<file path="src/rtl/serial_link_pkg.sv">
// -----------------------------------------------------------------------------
// serial_link_pkg
// Shared definitions for both ends of the bit-serial link (piso_serializer on
// the transmit side, sipo_reg on the receive side).
//   - default word width and clocks-per-bit
//   - FSM state codes for the transmitter (IDLE / SHIFT)
//   - helper to size the per-bit tick counter
// -----------------------------------------------------------------------------
package serial_link_pkg;

    localparam int SERIAL_LINK_WIDTH        = 8;
    localparam int SERIAL_LINK_CLKS_PER_BIT = 1;

    // Transmitter FSM state codes, kept as plain constants so the encoding
    // is visible on the debug port without any enum casting.
    localparam logic [0:0] ST_IDLE  = 1'b0;
    localparam logic [0:0] ST_SHIFT = 1'b1;

    // Width of a modulo-clks counter; never narrower than one bit so that
    // clks == 1 still yields a legal (constant-zero) register.
    function automatic int tick_cnt_width(input int clks);
        return (clks > 1) ? $clog2(clks) : 1;
    endfunction

endpackage

</file>
<file path="src/rtl/bit_tick_gen.sv">
// -----------------------------------------------------------------------------
// bit_tick_gen
// Modulo-CLKS_PER_BIT counter that marks the last clock of each serial bit.
// Ports:
//   clk     in  clock, rising edge
//   rst_n   in  synchronous active-low reset (count -> 0)
//   clear   in  synchronous restart of the count at 0 (beats enable)
//   enable  in  advance the count this cycle
//   tick    out high while the count sits on its final value
// -----------------------------------------------------------------------------
module bit_tick_gen
    import serial_link_pkg::*;
#(
    parameter int CLKS_PER_BIT = SERIAL_LINK_CLKS_PER_BIT
) (
    input  logic clk,
    input  logic rst_n,
    input  logic clear,
    input  logic enable,
    output logic tick
);

    localparam int            CW   = tick_cnt_width(CLKS_PER_BIT);
    localparam logic [CW-1:0] LAST = CW'(CLKS_PER_BIT - 1);

    logic [CW-1:0] cnt_q, cnt_d;

    always_comb begin
        cnt_d = cnt_q;
        if (clear) begin
            cnt_d = '0;
        end else if (enable) begin
            cnt_d = (cnt_q == LAST) ? '0 : cnt_q + CW'(1);
        end
    end

    always_ff @(posedge clk) begin
        if (!rst_n) begin
            cnt_q <= '0;
        end else begin
            cnt_q <= cnt_d;
        end
    end

    // With CLKS_PER_BIT == 1 the count is stuck at 0 == LAST, so tick is
    // permanently high; the caller qualifies it with its own state.
    assign tick = (cnt_q == LAST);

endmodule

</file>
<file path="src/rtl/piso_serializer.sv">
// -----------------------------------------------------------------------------
// piso_serializer
// Parallel-in / serial-out transmitter. Accepts a WIDTH-bit word on a
// valid/ready handshake and sends it MSB first, one bit per CLKS_PER_BIT
// clocks, each bit marked by a one-cycle bit_valid strobe.
//
// Handshake: a word transfers on a rising edge where in_valid && in_ready
// && !abort. in_ready depends only on registered state, never on in_valid,
// and data_in is sampled only on that edge.
//
// Ports:
//   clk         in   clock, rising edge
//   rst_n       in   synchronous active-low reset
//   in_valid    in   data_in holds a word to send
//   data_in     in   parallel word [WIDTH-1:0]
//   in_ready    out  a word is accepted this cycle if in_valid is high
//   abort       in   synchronous flush of the frame in progress
//   bit_out     out  current serial bit (MSB of the shift register)
//   bit_valid   out  one-cycle strobe: sample bit_out now
//   busy        out  a frame is in progress
//   frame_done  out  one-cycle pulse on the strobe of the last bit
//   dbg_state   out  FSM state (ST_IDLE / ST_SHIFT)
// -----------------------------------------------------------------------------
module piso_serializer
    import serial_link_pkg::*;
#(
    parameter int WIDTH        = SERIAL_LINK_WIDTH,
    parameter int CLKS_PER_BIT = SERIAL_LINK_CLKS_PER_BIT
) (
    input  logic             clk,
    input  logic             rst_n,
    input  logic             in_valid,
    input  logic [WIDTH-1:0] data_in,
    output logic             in_ready,
    input  logic             abort,
    output logic             bit_out,
    output logic             bit_valid,
    output logic             busy,
    output logic             frame_done,
    output logic             dbg_state
);

    generate
        if (WIDTH < 2) begin : g_bad_width
            $error("piso_serializer: WIDTH must be >= 2");
        end
        if (CLKS_PER_BIT < 1) begin : g_bad_clks
            $error("piso_serializer: CLKS_PER_BIT must be >= 1");
        end
    endgenerate

    localparam int            BW        = $clog2(WIDTH + 1);
    localparam logic [BW-1:0] BITS_FULL = BW'(WIDTH);
    localparam logic [BW-1:0] BITS_ONE  = BW'(1);

    logic [0:0]       state_q, state_d;
    logic [WIDTH-1:0] sreg_q, sreg_d;
    logic [BW-1:0]    bits_left_q, bits_left_d;

    logic tick;
    logic strobe;
    logic last_bit;
    logic accept;

    // Decoded from registered state only.
    assign strobe   = (state_q == ST_SHIFT) && tick;
    assign last_bit = strobe && (bits_left_q == BITS_ONE);
    assign accept   = in_valid && in_ready && !abort;

    assign bit_out    = sreg_q[WIDTH-1];
    assign busy       = (state_q == ST_SHIFT);
    assign bit_valid  = strobe;
    assign frame_done = last_bit;
    // Ready also on the last strobe so a new word can follow with no gap.
    assign in_ready   = (state_q == ST_IDLE) || last_bit;
    assign dbg_state  = state_q;

    // Restarting the bit timer on a load aligns the first strobe to
    // CLKS_PER_BIT clocks after the handshake edge.
    bit_tick_gen #(
        .CLKS_PER_BIT(CLKS_PER_BIT)
    ) u_tick (
        .clk    (clk),
        .rst_n  (rst_n),
        .clear  (abort || accept),
        .enable (state_q == ST_SHIFT),
        .tick   (tick)
    );

    // Priority: abort > load > shift. A load on the last-bit edge overrides
    // the return to IDLE.
    always_comb begin
        state_d     = state_q;
        sreg_d      = sreg_q;
        bits_left_d = bits_left_q;
        if (abort) begin
            state_d     = ST_IDLE;
            sreg_d      = '0;
            bits_left_d = '0;
        end else if (accept) begin
            state_d     = ST_SHIFT;
            sreg_d      = data_in;
            bits_left_d = BITS_FULL;
        end else if (strobe) begin
            sreg_d      = {sreg_q[WIDTH-2:0], 1'b0};
            bits_left_d = bits_left_q - BITS_ONE;
            if (last_bit) begin
                state_d = ST_IDLE;
            end
        end
    end

    always_ff @(posedge clk) begin
        if (!rst_n) begin
            state_q     <= ST_IDLE;
            sreg_q      <= '0;
            bits_left_q <= '0;
        end else begin
            state_q     <= state_d;
            sreg_q      <= sreg_d;
            bits_left_q <= bits_left_d;
        end
    end

endmodule

</file>
<file path="config.mk">
export PLATFORM = sky130hd
export DESIGN_NAME = piso_serializer
export DESIGN_NICKNAME = d
export VERILOG_FILES = /design/src/rtl/serial_link_pkg.sv /design/src/rtl/bit_tick_gen.sv /design/src/rtl/piso_serializer.sv
export SDC_FILE = /design/constraint.sdc
export NUM_CORES = 1
export LEC_CHECK = 0
export CELL_PAD_IN_SITES_DETAIL_PLACEMENT = 1
export CELL_PAD_IN_SITES_GLOBAL_PLACEMENT = 2
export CORE_UTILIZATION = 30
export DETAILED_ROUTE_END_ITERATION = 10
export GPL_ROUTABILITY_DRIVEN = 0
export GPL_TIMING_DRIVEN = 0
export PLACE_DENSITY_LB_ADDON = 0.25
export SLEW_MARGIN = 20
export SYNTH_ARGS = -nofsm -noshare
export SYNTH_HDL_FRONTEND = slang
export SYNTH_SLANG_ARGS = --single-unit
</file>
<file path="constraint.sdc">
create_clock -name clk -period 2.78 [get_ports clk]
set_input_delay 0.417 -clock clk [delete_from_list [all_inputs] [get_ports clk]]
set_output_delay 0.417 -clock clk [all_outputs]
set_load 0.05 [all_outputs]
</file>
# Yosys cells after proc, flatten, opt, wreduce, memory -nomap -nowiden
# Index checks and enable logic that the tools add are counted.
# classes
n_mux,8
bitwise_logic,3
n_eq_ne,1
reduce_logical,13
n_addsub,2
div,0
n_lt_le_gt_ge,0
shift,0
n_mul,0
# op_table
cell,n
$mux W8,2
$mux W4,2
$eq A4 B1 Y1 const B,1
$logic_and A1 B1 Y1,4
$mux W1,4
$reduce_bool A2 Y1,2
$reduce_or A2 Y1,2
$sub A4 B1 Y4 const B,1
$not A1 Y1,3
$reduce_or A3 Y1,1
$logic_or A1 B1 Y1,2
$reduce_and A2 Y1,1
$add A1 B1 Y1 const B,1
$logic_not A1 Y1,1
# word_totals
n_memories,0
latch_bits,0
register_bits,14
ram_bits,0
in_bits,12
elab_cells,32
rom_bits,0

# Longest topological paths before layout
# logic_depth
word_depth,8
mapped_depth,8
ltp_nobuf,7

# Cells and area by module
# Synthesis repeated with hierarchy kept, for this count alone.
# hier_totals
hier_cells,71
hier_area_um2,720.7
# by_module_without_submodules
mod,cells_each,area_per_inst_um2,instances
piso_serializer,69,709.4,1
bit_tick_gen,2,11.3,1

# Least setup slack after synthesis
# Ideal clock, no wire load.
# synth_timing
kind,reg2out
startpoint,reg state_q (netlist: busy)
endpoint,out frame_done
t_arrival_ns,1.489
t_required_ns,2.363
setup_slack_ns,0.874
path_buffers,1
stages_incl_launch_ff,3
path_cell_list,dfxtp_1 clkbuf_1 and2_1
# synth_via
elab_chain_len,2
# synth_lines
element,line_no,rtl
from (decl),piso_serializer.sv:56,"logic [0:0] state_q, state_d;"
from (signal assigned),piso_serializer.sv:119,state_q <= state_d;
$logic_and A1 B1 Y1,piso_serializer.sv:66,assign strobe = (state_q == ST_SHIFT) && tick;
$logic_and A1 B1 Y1,piso_serializer.sv:67,assign last_bit = strobe && (bits_left_q == BITS_ONE);
to (decl),piso_serializer.sv:39,"output logic frame_done,"
# No other way between the ends.

# Final worst setup path
# Ends and elaborated chain as after synthesis.

==> metrics <==
Top FF cell, synth=dfxtp_1; TritonCTS clock tree=built; final setup fails=0; leakage power=0.000335 uW; final wirelength=2090 um; Reg area=260 um^2; ANT nets after route=0; most frequent cells after synthesis=dfxtp_1 (13), nand2_1 (11), nand3_1 (9), a21oi_1 (6); GR Util met1=22.0%; CP endpoint kind=output port; Worst path max stage delay=790 ps; Synth area leaders=dfxtp_1 (33%), a22oi_2 (8.0%), nand3_1 (5.8%); Post-Route Setup TNS=0 ps; CP Class=flip-flop to output port; Switching Share=29.1%; GRT busiest layer=met2; Post-CTS Setup Bufs=0; Worst setup SP type=flip-flop; Post-Route Utilization=41.0%; Final Max Slew Viols=0; most frequent cell after synthesis=dfxtp_1; Logic pwr share=21.2%; YS warnings=0; P_sw=117 uW; diodes inserted=0; Num CTS Buffers=3; fin crit period=2570 ps; vias per cell=5.10; Mapped Nets=106; FF+latch count, synth=13; FP Rows=18; first-pass GRT wire length=3340 um; Clock transition at path regs=90 ps; Area growth syn-to-layout=30.0%; Clk pwr share=29.7%; maximum clock rate=389 MHz; Via Count=730; total internal power=284 uW; Synth area leader=dfxtp_1; slowest CP cell=clkdlybuf4s50_1; max_slew headroom=64.2%; met2 usage=28.5%; layout filler cell count=307; Distinct cells, synth=32; period utilization=92.4%; buffer and inverter count on the worst path=2; drt pass-1 iters=2; Placed Area=988 um^2; # clock sinks=13; HPWL after DPL=1500 um; met3 usage=2.59%; crit-path max FO=10; H-tree levels=1; Clock Skew=13.1 ps; outcome=complete, no violations; register area share after synthesis=33.3%; largest net degree at the start of global routing=11; initial antenna violation count=0; Sequential Power Share=49.2%; delay-heaviest family, CP=buffers and inverters; Syn Std Cell Area=781 um^2; Initial Utilization=31.5%; asr flop ratio synth=0%; Worst IR Drop VDD=172 uV; total I/O pin count=18; root buf cell=clkbuf_4; share of layout cells above drive strength 1=17.7%; die area=0.00281 mm^2; final instance area=0.00101 mm^2; DIE WIDTH=53.0 um; WP data arrival=2150 ps; share of the synthesized area in the top cell type=33.3%; clk_lat worst skew=280 ps; Die Span Y=53.0 um; gr usage total=17.0%; Mapped Cells=92; max-cap violation count=0; Avg Inst Size Synth=8.49 um^2; CTS max path bufs=2; worst hold-check path type=flip-flop to flip-flop; vias in the first global route=730; grt ovf=0; Final Hold Fails=0; WL/cell=14.6 um; crit-path cells=clkbuf_1 > and2_1 > clkdlybuf4s50_1; slew of the pin with the lowest slew margin=538 ps; DR iter-0 viols=6; core area=0.00248 mm^2; # port buffers=17; PwrDens=394 mW/mm^2; Layout Nets=128; post_cts resized=1; Worst EP required=2360 ps; drt drc=0; area of the multi-input gates=460 um^2; RSZ-0062 raised after global routing=no; number of synthesized flops with an enable pin=0; hold bufs inserted after CTS=0
==> layer usage <==
metal / part of all wire, % / routed length, um
met1: 48 / 1010
met2: 49 / 1020
met3: 2.6 / 55
met4: 0.48 / 10
met5: 0 / 0
==> power by group through the flow <==
stage	clock network, uW	registers [uW]	logic, uW
2_1_floorplan	0	203	47.1
3_3_place_gp	0	201	84.5
3_5_place_dp	0	201	85.6
4_1_cts	122	197	85.8
5_1_grt	128	198	91.7
6_report	119	197	84.7
==> tightest hold or removal path: stages, from the launching register on <==
cell and delay (ps):
dfxtp_1 320, nand3_1 60, a21oi_1 60
==> stage by stage <==
| stage | hold WS, ps | instances | power [uW] | setup slack, ps |
|---|---|---|---|---|
| after global placement | 457 | 139 | 285 | 273 |
| after global routing | 501 | 143 | 418 | 72.2 |
| after floorplan | 448 | 92 | 250 | 874 |
| after CTS | 487 | 143 | 404 | 196 |
| final | 486 | 143 | 400 | 210 |
| after detailed placement | 472 | 139 | 287 | 246 |
==> path summary, 6_finish.rpt <==
path | startpoint | end | slack [ps] | depth (start not counted)
setup reg to reg | bits_left_q[1]$_SDFFE_PP0P_ | sreg_q[2]$_SDFFE_PP0P_ | 1110 | 7
hold reg to reg | sreg_q[4]$_SDFFE_PP0P_ | sreg_q[5]$_SDFFE_PP0P_ | 490 | 2
setup / recovery | busy$_SDFFE_PP0P_ | frame_done | 210 | 3
hold / removal | sreg_q[4]$_SDFFE_PP0P_ | sreg_q[5]$_SDFFE_PP0P_ | 490 | 2
==> flip-flops by register name (all words and copies together), names as in the netlist <==
name and count:
bits_left_q 4, sreg_q 8, busy 1
==> layout make-up <==
class	count	area share (%)
well taps	30	3.70
multi-input cells	68	45.4
plain buffers	8	4.69
inverters	3	1.23
clock buffers	3	2.22
repair buffers	17	16.6
flip-flops and latches	13	25.6
clock inverters	1	0.493
==> placed cells by master (no fill, tap or decap), drive strengths merged, types with 2 or more instances in the layout <==
cell type	count
mux2i	2
a21oi	7
nand2b	2
inv	2
clkinv	2
or3	2
nand3	10
buf	5
clkbuf	6
a31oi	5
clkdlybuf4s50	16
a22oi	5
nand2	11
nor2	4
ha	2
nand3b	2
dfxtp	13
and2	2
a2bb2oi	2
a21o	5
==> cell families after synthesis <==
family / count (synthesis) / synth area share, %
buf+inv: 11 / 7.69
xor+xnor: 1 / 1.12
compound gates: 25 / 24.7
flops: 13 / 33.3
fa+ha+maj: 2 / 3.20
mux: 2 / 2.56
simple gates: 38 / 27.4
Power figures use the tool's default switching activity.
